--- src/rtl/dffrs_seq_pkg.sv ---
// Shared types and constants for the DFFRS preset sequencer.
package dffrs_seq_pkg;

  localparam int CNT_W = 4;

  typedef enum logic [2:0] {
    IDLE,
    QUIESCE,
    PULSE,
    RECOVER,
    DONE
  } seq_state_t;

endpackage

--- src/rtl/dffrs_seq_cnt.sv ---
// Loadable down-counter that times the SN/RN pulse and the recovery window.
module dffrs_seq_cnt
  import dffrs_seq_pkg::*;
#(
  parameter logic [CNT_W-1:0] RST_VAL = '0
) (
  input  logic             CK,
  input  logic             RN,
  input  logic             load,
  input  logic [CNT_W-1:0] load_val,
  input  logic             dec,
  output logic             is_one
);

  logic [CNT_W-1:0] cnt;

  // Holding at zero keeps a stray decrement from wrapping to 15.
  always_ff @(posedge CK or negedge RN) begin
    if (!RN) begin
      cnt <= RST_VAL;
    end else if (load) begin
      cnt <= load_val;
    end else if (dec && (cnt != '0)) begin
      cnt <= cnt - 1'b1;
    end
  end

  assign is_one = (cnt == CNT_W'(1));

endmodule

--- src/rtl/dffrs_preset_seq.sv ---
// Drives the async SN/RN pins of a DFFRS bank to load a preset pattern,
// with pulse and recovery times counted in CK cycles and the bank clock gated meanwhile.
module dffrs_preset_seq
  import dffrs_seq_pkg::*;
#(
  parameter int WIDTH     = 8,
  parameter int PULSE_CYC = 2,
  parameter int RECOV_CYC = 2
) (
  input  logic             CK,
  input  logic             RN,
  input  logic             init_req,
  input  logic [WIDTH-1:0] init_val,
  input  logic             abort_clr,
  output logic             init_ack,
  output logic             busy,
  output logic             bank_ce,
  output logic [WIDTH-1:0] bank_sn,
  output logic [WIDTH-1:0] bank_rn
);

  localparam logic [CNT_W-1:0] PULSE_LD = CNT_W'(PULSE_CYC);
  localparam logic [CNT_W-1:0] RECOV_LD = CNT_W'(RECOV_CYC);

  if ((PULSE_CYC < 1) || (PULSE_CYC > 15)) begin : g_pulse_range
    $error("PULSE_CYC must be in 1..15");
  end
  if ((RECOV_CYC < 1) || (RECOV_CYC > 15)) begin : g_recov_range
    $error("RECOV_CYC must be in 1..15");
  end

  seq_state_t       state, nstate;
  logic [WIDTH-1:0] pat, npat;
  logic             postrst, npostrst;
  logic             relwait;
  logic             cnt_load, cnt_dec, is_one;
  logic [CNT_W-1:0] cnt_val;
  logic             ack_d, busy_d, ce_d;
  logic [WIDTH-1:0] sn_d, rn_d;

  dffrs_seq_cnt #(
    .RST_VAL(RECOV_LD)
  ) u_cnt (
    .CK      (CK),
    .RN      (RN),
    .load    (cnt_load),
    .load_val(cnt_val),
    .dec     (cnt_dec),
    .is_one  (is_one)
  );

  // relwait spends the first edge after reset release just lifting bank_rn,
  // so the full recovery window is still counted afterwards.
  always_comb begin
    nstate   = state;
    npat     = pat;
    npostrst = postrst;
    cnt_load = 1'b0;
    cnt_val  = PULSE_LD;
    cnt_dec  = 1'b0;
    if (abort_clr && !((state == RECOVER) && postrst)) begin
      nstate   = PULSE;
      npat     = '0;
      npostrst = 1'b0;
      cnt_load = 1'b1;
      cnt_val  = PULSE_LD;
    end else begin
      case (state)
        IDLE: begin
          if (init_req) begin
            nstate = QUIESCE;
            npat   = init_val;
          end
        end
        QUIESCE: begin
          nstate   = PULSE;
          cnt_load = 1'b1;
          cnt_val  = PULSE_LD;
        end
        PULSE: begin
          if (is_one) begin
            nstate   = RECOVER;
            cnt_load = 1'b1;
            cnt_val  = RECOV_LD;
          end else begin
            cnt_dec = 1'b1;
          end
        end
        RECOVER: begin
          if (!relwait) begin
            if (is_one) begin
              nstate = DONE;
            end else begin
              cnt_dec = 1'b1;
            end
          end
        end
        DONE: begin
          nstate   = IDLE;
          npostrst = 1'b0;
        end
        default: nstate = IDLE;
      endcase
    end
  end

  // Outputs are decoded from the next state and registered alongside it.
  always_comb begin
    ack_d  = 1'b0;
    busy_d = 1'b1;
    ce_d   = 1'b0;
    sn_d   = '1;
    rn_d   = '1;
    case (nstate)
      IDLE: begin
        busy_d = 1'b0;
        ce_d   = 1'b1;
      end
      PULSE: begin
        sn_d = ~npat;
        rn_d = npat;
      end
      DONE: begin
        ce_d  = 1'b1;
        ack_d = !npostrst;
      end
      default: ;
    endcase
  end

  // Reset clears the bank directly through RN while the clock stays gated.
  always_ff @(posedge CK or negedge RN) begin
    if (!RN) begin
      state    <= RECOVER;
      pat      <= '0;
      postrst  <= 1'b1;
      relwait  <= 1'b1;
      init_ack <= 1'b0;
      busy     <= 1'b1;
      bank_ce  <= 1'b0;
      bank_sn  <= '1;
      bank_rn  <= '0;
    end else begin
      state    <= nstate;
      pat      <= npat;
      postrst  <= npostrst;
      relwait  <= 1'b0;
      init_ack <= ack_d;
      busy     <= busy_d;
      bank_ce  <= ce_d;
      bank_sn  <= sn_d;
      bank_rn  <= rn_d;
    end
  end

endmodule
--- config.mk ---
export PLATFORM = sky130hd
export DESIGN_NAME = dffrs_preset_seq
export DESIGN_NICKNAME = d
export VERILOG_FILES = /design/src/rtl/dffrs_seq_pkg.sv /design/src/rtl/dffrs_seq_cnt.sv /design/src/rtl/dffrs_preset_seq.sv
export SDC_FILE = /design/constraint.sdc
export NUM_CORES = 1
export LEC_CHECK = 0
export ABC_AREA = 1
export BUFFER_PORTS_ARGS = -buffer_cell sky130_fd_sc_hd__buf_4
export CAP_MARGIN = 30
export CORE_ASPECT_RATIO = 1.75
export CORE_UTILIZATION = 50
export DETAILED_ROUTE_END_ITERATION = 10
export HOLD_SLACK_MARGIN = 0.1
export PLACE_DENSITY = 0.73
export SLEW_MARGIN = 0
export SYNTH_ARGS = -nofsm -noshare
export SYNTH_HDL_FRONTEND = slang
export SYNTH_SLANG_ARGS = --single-unit
--- constraint.sdc ---
create_clock -name CK -period 4.7 [get_ports CK]
set_input_delay 0.47 -clock CK [delete_from_list [all_inputs] [get_ports CK]]
set_output_delay 0.47 -clock CK [all_outputs]
set_load 0.05 [all_outputs]
# --- After elaboration in Yosys (flattened, before gate mapping) ---
# Index checks and enable logic that the tools add are counted.
classes:
  add_sub_neg: 1
  n_eq_ne: 7
  muxes: 25
  bitwise_logic: 1
  reduce_logical: 10
op_table:
  columns: ["cell", "n"]
  rows:
  - ["two-way mux 8 bit", 5]
  - ["two-way mux 3 bit", 5]
  - ["case mux 3 bit (4 select lines)", 1]
  - ["two-way mux 1 bit", 10]
  - ["equality test 3 x 2 -> 1 bit (second input constant)", 3]
  - ["two-way mux 4 bit", 2]
  - ["NOT 8 bit", 1]
  - ["equality test 3 bit (second input constant)", 2]
  - ["logical NOT 3 bit", 2]
  - ["equality test 4 x 1 -> 1 bit (second input constant)", 1]
  - ["case mux 1 bit (2 select lines)", 2]
  - ["nonzero test 4 bit", 1]
  - ["subtractor 4 x 1 -> 4 bit (second input constant)", 1]
  - ["equality test 3 x 1 -> 1 bit (second input constant)", 1]
  - ["logical AND 1 bit", 3]
  - ["logical NOT 1 bit", 2]
  - ["nonzero test 2 bit", 1]
  - ["OR reduction 2 bit", 1]
totals:
  reg_bits: 36
  inputBits: 12
  output_inout_bits: 19
  wordCells: 54

# --- Logic depth before layout (Yosys ltp) ---
# Gate-level depths: netlist of the first run.
logic_depth:
  word_depth: 8
  ltp_mapped: 9
  ltp_nobuf: 9

# --- Cells and area by module ---
# From an unflattened synthesis of the first run, not the netlist that was laid out.
hier_totals:
  cells_unflattened: 192
  hier_area_um2: 1724.2
by_module_without_submodules:
  columns: ["mod", "instances", "cells_per_inst", "area_each_um2", "seq_area_each_um2"]
  rows:
  - ["dffrs_preset_seq", 1, 155, 1441.4, 817.0]
  - ["dffrs_seq_cnt", 1, 37, 282.8, 101.3]

# --- Least setup slack after synthesis of the first run ---
# Ideal clock, no wire load.
synth_path:
  path_type: "register to register"
  start: "reg u_cnt.cnt[1]"
  end: "reg u_cnt.cnt[0]"
  setup_time_ns: 0.118
  arrival_time_ns: 1.356
  required_time_ns: 4.582
  setup_slack_ns: 3.225
  stages_incl_launch_ff: 7
  path_buffers: 0
  period_less_slack_ns: 1.475
  cell_sequence: "dfstp_2 inv_1 ha_1 o21ai_1 nand2_1 xor2_1 nor2_1"
synth_between:
  elab_chain_len: 7
  elab_cells_between_ends: 12
  classes_between: "eq/ne: 1; mux: 8; reduce/logical: 3"
synth_lines:
  columns: ["element", "line", "rtl"]
  rows:
  - ["from (decl)", "dffrs_seq_cnt.sv:15", "logic [CNT_W-1:0] cnt;"]
  - ["from (signal assigned)", "dffrs_seq_cnt.sv:22", "cnt <= load_val;"]
  - ["from (signal assigned)", "dffrs_seq_cnt.sv:24", "cnt <= cnt - 1'b1;"]
  - ["equality test 4 x 1 -> 1 bit", "dffrs_seq_cnt.sv:28", "assign is_one = (cnt == CNT_W'(1));"]
  - ["two-way mux 1 bit", "dffrs_preset_seq.sv:81, dffrs_preset_seq.sv:91", null]
  - ["two-way mux 1 bit", "dffrs_preset_seq.sv:90", "if (!relwait) begin"]
  - ["case mux 1 bit (2 select lines)", "dffrs_preset_seq.sv:68", "case (state)"]
  - ["two-way mux 1 bit", "dffrs_preset_seq.sv:61", "if (abort_clr && !((state == RECOVER) && postrst)) begin"]
  - ["logical AND 1 bit", "dffrs_seq_cnt.sv:23", "end else if (dec && (cnt != '0)) begin"]
  - ["nonzero test 2 bit (no line)", null, null]
# Several ways; a longest one is shown, not always the timed one.
# A chain may end at the register's enable or synchronous reset.

# --- Final worst setup path of the first run ---
# Same ends and word-level chain as after synthesis.

==> results of run 1 <==
-- synthesized netlist by cell type (all sizes together) --
cell type	n	share of area, %
inv	33	7.8
nand3	30	9.7
nand2	29	7.9
dfrtp	22	35
dfstp	14	23
nor2	12	3.5
nand3b	9	4.2
nand4	4	1.6
a21oi	3	1.2
buf	3	2.4
ha	3	2.4
nor3	2	0.63
conb	1	0.24
o21ai	1	0.31
xor2	1	0.55
-- per-layer routing --
layer	vias up	share of wire, %	GRT usage [%]
li1	587	-	-
met2	23	56	36.3
met5	-	0	0
met4	0	2.5	11.2
met1	591	38	23.1
met3	8	3.9	5.88
-- how the worst min path moves through the flow --
| stage | cells past startpoint | from | end |
|---|---|---|---|
| final | 1 | RN | bank_rn[0] |
| after global routing | 1 | RN | pat[7] |
| after CTS | 1 | RN | u_cnt.cnt[0] |
| after detailed placement | 1 | RN | pat[4] |
| after global placement | 1 | RN | bank_rn[1] |
| after floorplan | 0 | RN | bank_ce |
-- cell type report --
cell class / instances / area (um^2) / area share, %
timing repair buffer: 30 / 225 / 11.7
clock buffer: 8 / 90.1 / 4.68
multi-input combinational: 95 / 513 / 26.7
sequential: 36 / 918 / 47.8
inverter: 33 / 124 / 6.44
tap: 42 / 52.6 / 2.73
-- sequential cells by signal (all words and copies together) (netlist names) --
register / count
bank_rn: 8
bank_sn: 8
relwait: 1
init_ack: 1
u_cnt.cnt: 4
state: 3
postrst: 1
pat: 8
bank_ce: 1
busy: 1
-- power groups by stage --
| stage | sequential, uW | clock, uW | combinational [uW] |
|---|---|---|---|
| 2_1_floorplan | 550 | 0 | 226 |
| 4_1_cts | 431 | 230 | 452 |
| 5_1_grt | 438 | 243 | 493 |
| 6_report | 431 | 224 | 450 |
| 3_3_place_gp | 431 | 0 | 435 |
| 3_5_place_dp | 436 | 0 | 451 |
-- through the flow --
step | util (%) | setup WS, ns | instance area [um^2] | cells | total power (uW)
global route | 65.0 | 2.89 | 1920 | 244 | 1170
detailed placement | 61.9 | 3.06 | 1830 | 236 | 887
finish | 65.0 | 3.04 | 1920 | 244 | 1110
global placement | 61.9 | 3.13 | 1830 | 236 | 866
floorplan | - | 3.23 | 1590 | 167 | 776
CTS | 65.0 | 3.05 | 1920 | 244 | 1110
-- cell usage in the layout (no fill, tap or decap), types with 4 or more instances in the layout --
cell / instances
nand2_2: 4
nand4_1: 4
inv_1: 33
nand2_1: 24
nand3b_1: 9
dfstp_2: 14
dfrtp_1: 22
nor2_1: 10
nand3_1: 29
buf_4: 30
clkbuf_8: 6
-- kinds of logic (layout without fill, tap and decap cells) --
kind of cell,after synthesis,in the layout,synth area share [%]
other,1,1,0.235
AND/OR/NAND/NOR,86,86,27.6
buffers and inverters,36,71,10.1
adder cells (fa/ha/maj),3,3,2.36
flip-flops,36,36,57.7
XOR/XNOR,1,1,0.550
AO/OA/AOI/OAI,4,4,1.49
==> metrics.txt, run 1 <==
Final ANT Viol Nets 0; Syn-to-layout area delta 20.7%; largest net degree at the start of global routing 37; final setup skew 0.00734 ns; Worst Hold Slack 0.121 ns; Setup crit end kind flop; CTS Hold Bufs 0; Root Driver clkbuf_8; Detailed Route Iter0 Violations 17; internal power 649 uW; RR Endpoint u_cnt.cnt[0]; worst setup path start u_cnt.cnt[1]; I/O pin count 31; status finished, final reports clean; slowest CP cell dfstp_2; row cnt 26; Pwr Density 575 nW/um^2; Sw Ratio 41.3%; PostCTS Resize Cnt 0; setup TNS 0 ns; Arr. time, crit path 1.85 ns; CP max stage delay 0.55 ns; post-CTS setup buffers 0; Distinct cells, synth 22; Net Switching 456 uW; crit path kind reg -> reg; Hold/Removal Path Class in -> async; Syn Inst Count 167; combinational power share 40.7%; RSZ-0062 raised after global routing false; crit share post-route 35.3%; filler instances 264; gr ovfl total 0; DR vias 1209; CP Depth 6; share of layout cells above drive strength 1 29.2%; Inserted Clock Buffers 5; WP buf/inv 1; Die Wd 44.7 um; first-pass GRT wire length 5290 um; fmax 603 MHz; FF-to-FF path depth 6; worst skew pair latency 0.29 ns; crit path capture u_cnt.cnt[0]; Syn Nets 182; DRC violations left 0; Clock Sinks 36; gr usage total 21.4%; post-DP HPWL 2220 um; initial antenna violation count 0; synthesized area 1590 um^2; Critical Path, Cell by Cell inv_1 -> ha_1 -> o21ai_1 -> nand2_1 -> xor2_1 -> nor2_1; delay-heaviest family, CP flip-flops; Syn Area/Cell 9.54 um^2; Final Setup Violations 0; initial core utilization 53.8%; crit path launch type flop; Final nets 216; Clock transition at path regs 0.07 ns; share of power burned in registers 39.0%; First-pass DRT Iterations 4; register area share after synthesis 57.7%; CTS Buffer Depth 2; Die ar. 3420 um^2; core area 2960 um^2; CTS tree yes; Clock power frac 20.3%; CP Max Fanout 6; drt via density 4.95; PortBufs 30; R2R Setup Slk 3.04 ns; Lkg Pwr 0.00109 uW; Worst IR Drop VDD 0.319 mV; final-report max-slew violation count 0; # diodes 0; Crit path required time 4.89 ns; vias in the first global route 1223; H-tree depth 2; worst r2r src u_cnt.cnt[1]; Synth warnings 0; max-cap viol count 0; routability cong. 0.782; post-layout minimum cycle time 1.66 ns; final hold vios 0; WL final 3070 um; Seq cells post-synth 36; Routed wire per std cell 12.6 um; chip height 76.7 um
Note: power is estimated with default switching activity, not from simulation.
==> run 2: changes to the inputs <==
==> constraint.sdc (replaced) <==
create_clock -name CK -period 1.66 [get_ports CK]
set_input_delay 0.166 -clock CK [delete_from_list [all_inputs] [get_ports CK]]
set_output_delay 0.166 -clock CK [all_outputs]
set_load 0.05 [all_outputs]
==> run 2 against run 1 <==
Clock skew fell by 0.0045 ns; worst setup slack got worse by 2.9 ns; final cell count increased by 1.2%; core utilization grew 3.1 points; power rose to 3.0 times the previous value; final area grew 4.7%; critical path type unchanged; global-route usage shrank 0.19 points; fmax increased by 7.1%; largest power group unchanged; critical endpoint unchanged; critical path depth shrank 1; largest cell class unchanged; sequential share of layout area is 2.2 points lower; first-iteration DRC count rose by 12%.
==> metrics.txt, run 2 (synthesis gave the netlist of run 1 again) <==
placed instance area 1840 um^2 (was 1830 um^2); Hold/Removal Path Class in -> reg (was in -> async); Sw Ratio 40.9% (was 41.3%); final setup skew 0.00287 ns (was 0.00734 ns); Clock power frac 22.1% (was 20.3%); biggest regs bank_rn: 8 flops, bank_sn: 8 flops, pat: 8 flops (unchanged); CP max stage delay 0.59 ns (was 0.55 ns); Crit path required time 1.84 ns (was 4.89 ns); PortBufs 30 (unchanged); initial core utilization 53.8% (unchanged); routability cong. 0.814 (was 0.782); fmax 646 MHz (was 603 MHz); Die ar. 3420 um^2 (unchanged); cell count of the worst hold path 3; crit share post-route 93.3% (was 35.3%); Worst Hold Slack 0.192 ns (was 0.121 ns); First-pass DRT Iterations 4 (unchanged); RSZ-0062 raised after global routing false (unchanged); Root Driver clkbuf_8 (unchanged); Routed wire per std cell 13.4 um (was 12.6 um); filler instances 247 (was 264); post-layout minimum cycle time 1.55 ns (was 1.66 ns); initial antenna violation count 0 (unchanged); post-DP HPWL 2230 um (was 2220 um); combinational power share 41.7% (was 40.7%); status finished, final reports clean (unchanged); CP Max Fanout 6 (unchanged); first-pass GRT wire length 5440 um (was 5290 um); Net Switching 1380 uW (was 456 uW); Final ANT Viol Nets 0 (unchanged); gr ovfl total 0 (unchanged); crit path kind reg -> reg (unchanged); Syn-to-layout area delta 26.5% (was 20.7%); CTS Buffer Depth 2 (unchanged); Clock transition at path regs 0.07 ns (about the same); setup TNS 0 ns (unchanged); Final Setup Violations 0 (unchanged); final hold vios 0 (unchanged); worst r2r src state[1] (was u_cnt.cnt[1]); Setup crit end kind flop (unchanged); vias in the first global route 1288 (was 1223); drt via density 5.03 (was 4.95); chip height 76.7 um (unchanged); internal power 1990 uW (was 649 uW); Clock Sinks 36 (unchanged); crit path launch type flop (unchanged); share of power burned in registers 36.2% (was 39.0%); gr usage total 21.3% (was 21.4%); Worst IR Drop VDD 1.02 mV (was 0.319 mV); post-route cell area 2010 um^2 (was 1920 um^2); row cnt 26 (unchanged); worst hold endpoint u_cnt.cnt[1]; slowest CP cell dfstp_2 (unchanged); WL final 3310 um (was 3070 um); R2R Setup Slk 0.11 ns (was 3.04 ns); Arr. time, crit path 1.72 ns (was 1.85 ns); DRC violations left 0 (unchanged); DR vias 1243 (was 1209); Final nets 219 (was 216); hold path start abort_clr; final-report max-slew violation count 0 (unchanged); total power draw 3370 uW (was 1110 uW); share of layout cells above drive strength 1 31.7% (was 29.2%); Inserted Clock Buffers 5 (unchanged); RR Endpoint u_cnt.cnt[0] (unchanged); CP most frequent cell nor2_1; CTS tree yes (unchanged); worst skew pair latency 0.28 ns (was 0.29 ns); commonest cells after routing, fill and taps aside inv_1, buf_4, nand3_1 (unchanged); H-tree depth 2 (unchanged); # diodes 0 (unchanged); max-cap viol count 0 (unchanged); core area 2960 um^2 (unchanged); Pwr Density 1670 nW/um^2 (was 575 nW/um^2); FF-to-FF path depth 5 (was 6); commonest non-fill, non-tap cell in the layout inv_1 (unchanged); Critical Path, Cell by Cell nand2_2 -> nor2_1 -> nand2_1 -> xor2_1 -> nor2_1 (was inv_1 -> ha_1 -> o21ai_1 -> nand2_1 -> xor2_1 -> nor2_1); largest net degree at the start of global routing 37 (unchanged); Lkg Pwr 0.00112 uW (was 0.00109 uW); Detailed Route Iter0 Violations 19 (was 17); Die Wd 44.7 um (unchanged); I/O pin count 31 (unchanged)
## run 2: changes by cell type in the layout (fill, tap and decap cells not counted), sizes merged
cell         before  now
buf              30   31
clkbuf            8    6
clkinv            0    1
nand2            29   30
bufinv            0    1
dlygate4sd3       0    1
## run 2: routing by layer
layer / track usage [%] / wire length [um] / vias up
met2: 38.8 / 1890 / 30
met4: 8.18 / 52 / 0
met3: 4.24 / 136 / 7
met5: 0 / 0 / -
met1: 22.5 / 1230 / 611
li1: - / - / 595
## run 2: final cells by class
type | count | area (um^2) | share of cell area, %
Inverter | 33 | 124 | 6.15
Timing Repair Buffer | 32 | 243 | 12.0
Sequential cell | 36 | 918 | 45.6
Clock inverter | 2 | 35.0 | 1.74
Clock buffer | 6 | 72.6 | 3.60
Multi-Input combinational cell | 96 | 569 | 28.3
Tap cell | 42 | 52.6 | 2.61
## run 2: worst max-delay path by stage
| stage | startpoint | end | slack, ns | cells after the start |
|---|---|---|---|---|
| 4_1_cts | u_cnt.cnt[1] | bank_rn[1] | 0.05 | 6 |
| 3_5_place_dp | u_cnt.cnt[1] | u_cnt.cnt[0] | -0.05 | 6 |
| 3_3_place_gp | u_cnt.cnt[1] | u_cnt.cnt[0] | 0.15 | 6 |
| 6_report | state[1] | u_cnt.cnt[0] | 0.11 | 5 |
| 5_1_grt | u_cnt.cnt[1] | bank_rn[2] | 0.03 | 8 |
| 2_1_floorplan | u_cnt.cnt[1] | u_cnt.cnt[0] | 0.19 | 6 |
## run 2: stage by stage
stage | instances | worst slack, ns | utilization, %
finish | 247 | 0.112 | 68.0
global route | 247 | 0.0253 | 68.0
CTS | 246 | 0.0484 | 66.3
detailed placement | 237 | -0.0459 | 62.2
global placement | 237 | 0.145 | 62.2
floorplan | 167 | 0.185 | -
## run 2: what timing repair did
action                                  CTS  global route
gates cloned                              0             1
endpoints found under the setup margin    1            18
hold buffers                              1             0
resized for setup                         1             7
buffers inserted                          0             0
hold endpoints to repair                 22             0
pin swaps                                 0             2
## run 2: power groups by stage
stage | Sequential, uW | Combinational (uW) | Clock [uW]
final | 1220 | 1400 | 744
after global routing | 1240 | 1530 | 791
after CTS | 1220 | 1310 | 757
after detailed placement | 1230 | 1290 | 0
after global placement | 1220 | 1230 | 0
after floorplan | 1560 | 641 | 0
## run 2: worst max-delay path, delay by kind of cell (launching register included)
family / cells / cell delay, ns
xor gates and xnor gates: 1 / 0.18
DFF: 1 / 0.59
and+or+nand+nor: 4 / 0.66
==> run 3: changes to the inputs <==
--- a/config.mk
+++ b/config.mk
@@ -9,10 +9,10 @@
 export BUFFER_PORTS_ARGS = -buffer_cell sky130_fd_sc_hd__buf_4
 export CAP_MARGIN = 30
 export CORE_ASPECT_RATIO = 1.75
-export CORE_UTILIZATION = 50
+export CORE_UTILIZATION = 53
 export DETAILED_ROUTE_END_ITERATION = 10
 export HOLD_SLACK_MARGIN = 0.1
-export PLACE_DENSITY = 0.73
+export PLACE_DENSITY = 0.77
 export SLEW_MARGIN = 0
 export SYNTH_ARGS = -nofsm -noshare
 export SYNTH_HDL_FRONTEND = slang
==> run 3 against run 2 <==
The run now ends with DRC left; clock-buffer cell count unchanged; first-iteration DRC count is 26% higher; combinational power barely moved; final area is 1.9% lower; largest cell class unchanged; final cell count fell by 5.7%; die area down 5.5%; non-clock buffer count unchanged; core utilization is 0.23 points higher; critical path depth grew 1; power shrank 3.5%; sequential share of layout area is 0.87 points higher; hold slack lost 0.018 ns.
==> metrics.txt, run 3 (synthesis gave the netlist of run 1 again) <==
final-report max-slew violation count 0 (unchanged); Lkg Pwr 0.00111 uW (was 0.00112 uW); Final ANT Viol Nets 0 (unchanged); initial core utilization 55.0% (was 53.8%); commonest cells after routing, fill and taps aside inv_1, buf_4, nand3_1 (unchanged); CTS Buffer Depth 2 (unchanged); gr usage total 21.4% (was 21.3%); vias in the first global route 1182 (was 1288); Clock transition at path regs 0.07 ns (about the same); crit path launch type flop (unchanged); DR vias 1229 (was 1243); I/O pin count 31 (unchanged); Routed wire per std cell 13.6 um (was 13.4 um); post-DP HPWL 2120 um (was 2230 um); Setup crit end kind flop (unchanged); largest net degree at the start of global routing 37 (unchanged); Die ar. 3240 um^2 (was 3420 um^2); failing checks DRC; core area 2900 um^2 (was 2960 um^2); post-layout minimum cycle time 1.55 ns (about the same); WL final 3170 um (was 3310 um); R2R Setup Slk 0.11 ns (about the same); Detailed Route Iter0 Violations 24 (was 19); CTS tree yes (unchanged); first-pass GRT wire length 5020 um (was 5440 um); share of layout cells above drive strength 1 32.2% (was 31.7%); Inserted Clock Buffers 5 (unchanged); worst r2r src state[0] (was state[1]); placed instance area 1820 um^2 (was 1840 um^2); setup TNS 0 ns (unchanged); biggest regs bank_rn: 8 flops, bank_sn: 8 flops, pat: 8 flops (unchanged); Crit path required time 1.89 ns (was 1.84 ns); Syn-to-layout area delta 24.1% (was 26.5%); Pwr Density 1640 nW/um^2 (was 1670 nW/um^2); # diodes 0 (unchanged); status complete, but fails checks (was finished, final reports clean); First-pass DRT Iterations 7 (was 4); Inst Count DP 223 (was 237); row cnt 26 (unchanged); fmax 646 MHz (about the same); final hold vios 0 (unchanged); commonest non-fill, non-tap cell in the layout inv_1 (unchanged); post-route setup slack 0.111 ns (was 0.112 ns); crit share post-route 93.3% (about the same); fin util 68.3% (was 68.0%); pre-CTS WS 0.0131 ns (was -0.0459 ns); CP Max Fanout 13 (was 6); max-cap viol count 0 (unchanged); Final nets 219 (unchanged); drt via density 5.27 (was 5.03); H-tree depth 2 (unchanged); gr ovfl total 0 (unchanged); chip height 74.5 um (was 76.7 um); worst setup path start state[0] (was state[1]); PortBufs 30 (unchanged); Layout Cells excl Fill 233 (was 247); routability cong. 0.845 (was 0.814); hold path start abort_clr (unchanged); post-route cell area 1980 um^2 (was 2010 um^2); Final Setup Violations 0 (unchanged); Hold/Removal Path Class in -> reg (unchanged); Arr. time, crit path 1.78 ns (was 1.72 ns); crit path kind reg -> reg (unchanged); Clock Sinks 36 (unchanged); RSZ-0062 raised after global routing false (unchanged); Die Wd 43.4 um (was 44.7 um); initial antenna violation count 0 (unchanged); Root Driver clkbuf_8 (unchanged); final setup skew 0.00520 ns (was 0.00287 ns); DRC violations left 2 (was 0); Worst IR Drop VDD 1.13 mV (was 1.02 mV); worst skew pair latency 0.28 ns (about the same)
## run 3: routing by layer
layer	track usage [%]	wire length (um)
met3	5.34	122
met5	0	0
met1	23.3	1230
met4	9.72	61
met2	38.6	1760
## run 3: path summary, 6_finish.rpt
check                                     to  cells after the start
worst max-delay path                 bank_ce                      6
worst min-delay path            u_cnt.cnt[1]                      3
worst max register to register       bank_ce                      6
worst min register to register       postrst                      2
max in group asynchronous         bank_sn[0]                      2
min in group asynchronous       u_cnt.cnt[0]                      2
## run 3: what timing repair did
item	4_1_cts	5_1_grt
hold endpoints to repair	22	0
hold buffers	1	0
gates resized for setup	1	6
pin swaps	0	1
endpoints found under the setup margin	1	18
buffers inserted	0	0
cloned	0	1
## run 3: worst max-delay path: stages (launching register included)
cell and delay [ns]:
dfstp_2 0.59, nand4_1 0.16, nand2_2 0.32, nand2_1 0.09
nor2_1 0.18, nand2_1 0.09, inv_1 0.05
## run 3: final cells by class
type,instances,area (um^2)
Tap cell,28,35.0
Inverter,33,124
Clock buffer,6,82.6
Clock inverter,2,10.0
Multi-Input combinational cell,96,564
Timing Repair Buffer,32,243
Sequential cell,36,918
Fill cell,219,918
## run 3: where the power goes
part	internal, uW	switching, uW
logic	435	969
clock network	331	293
registers	1110	109
total	1880	1370
## run 3: metrics by stage
stage | hold WS [ns] | total power (uW)
floorplan | -0.130 | 2200
global placement | 0.133 | 2450
detailed placement | 0.143 | 2510
CTS | 0.152 | 3160
global route | 0.174 | 3450
finish | 0.174 | 3250
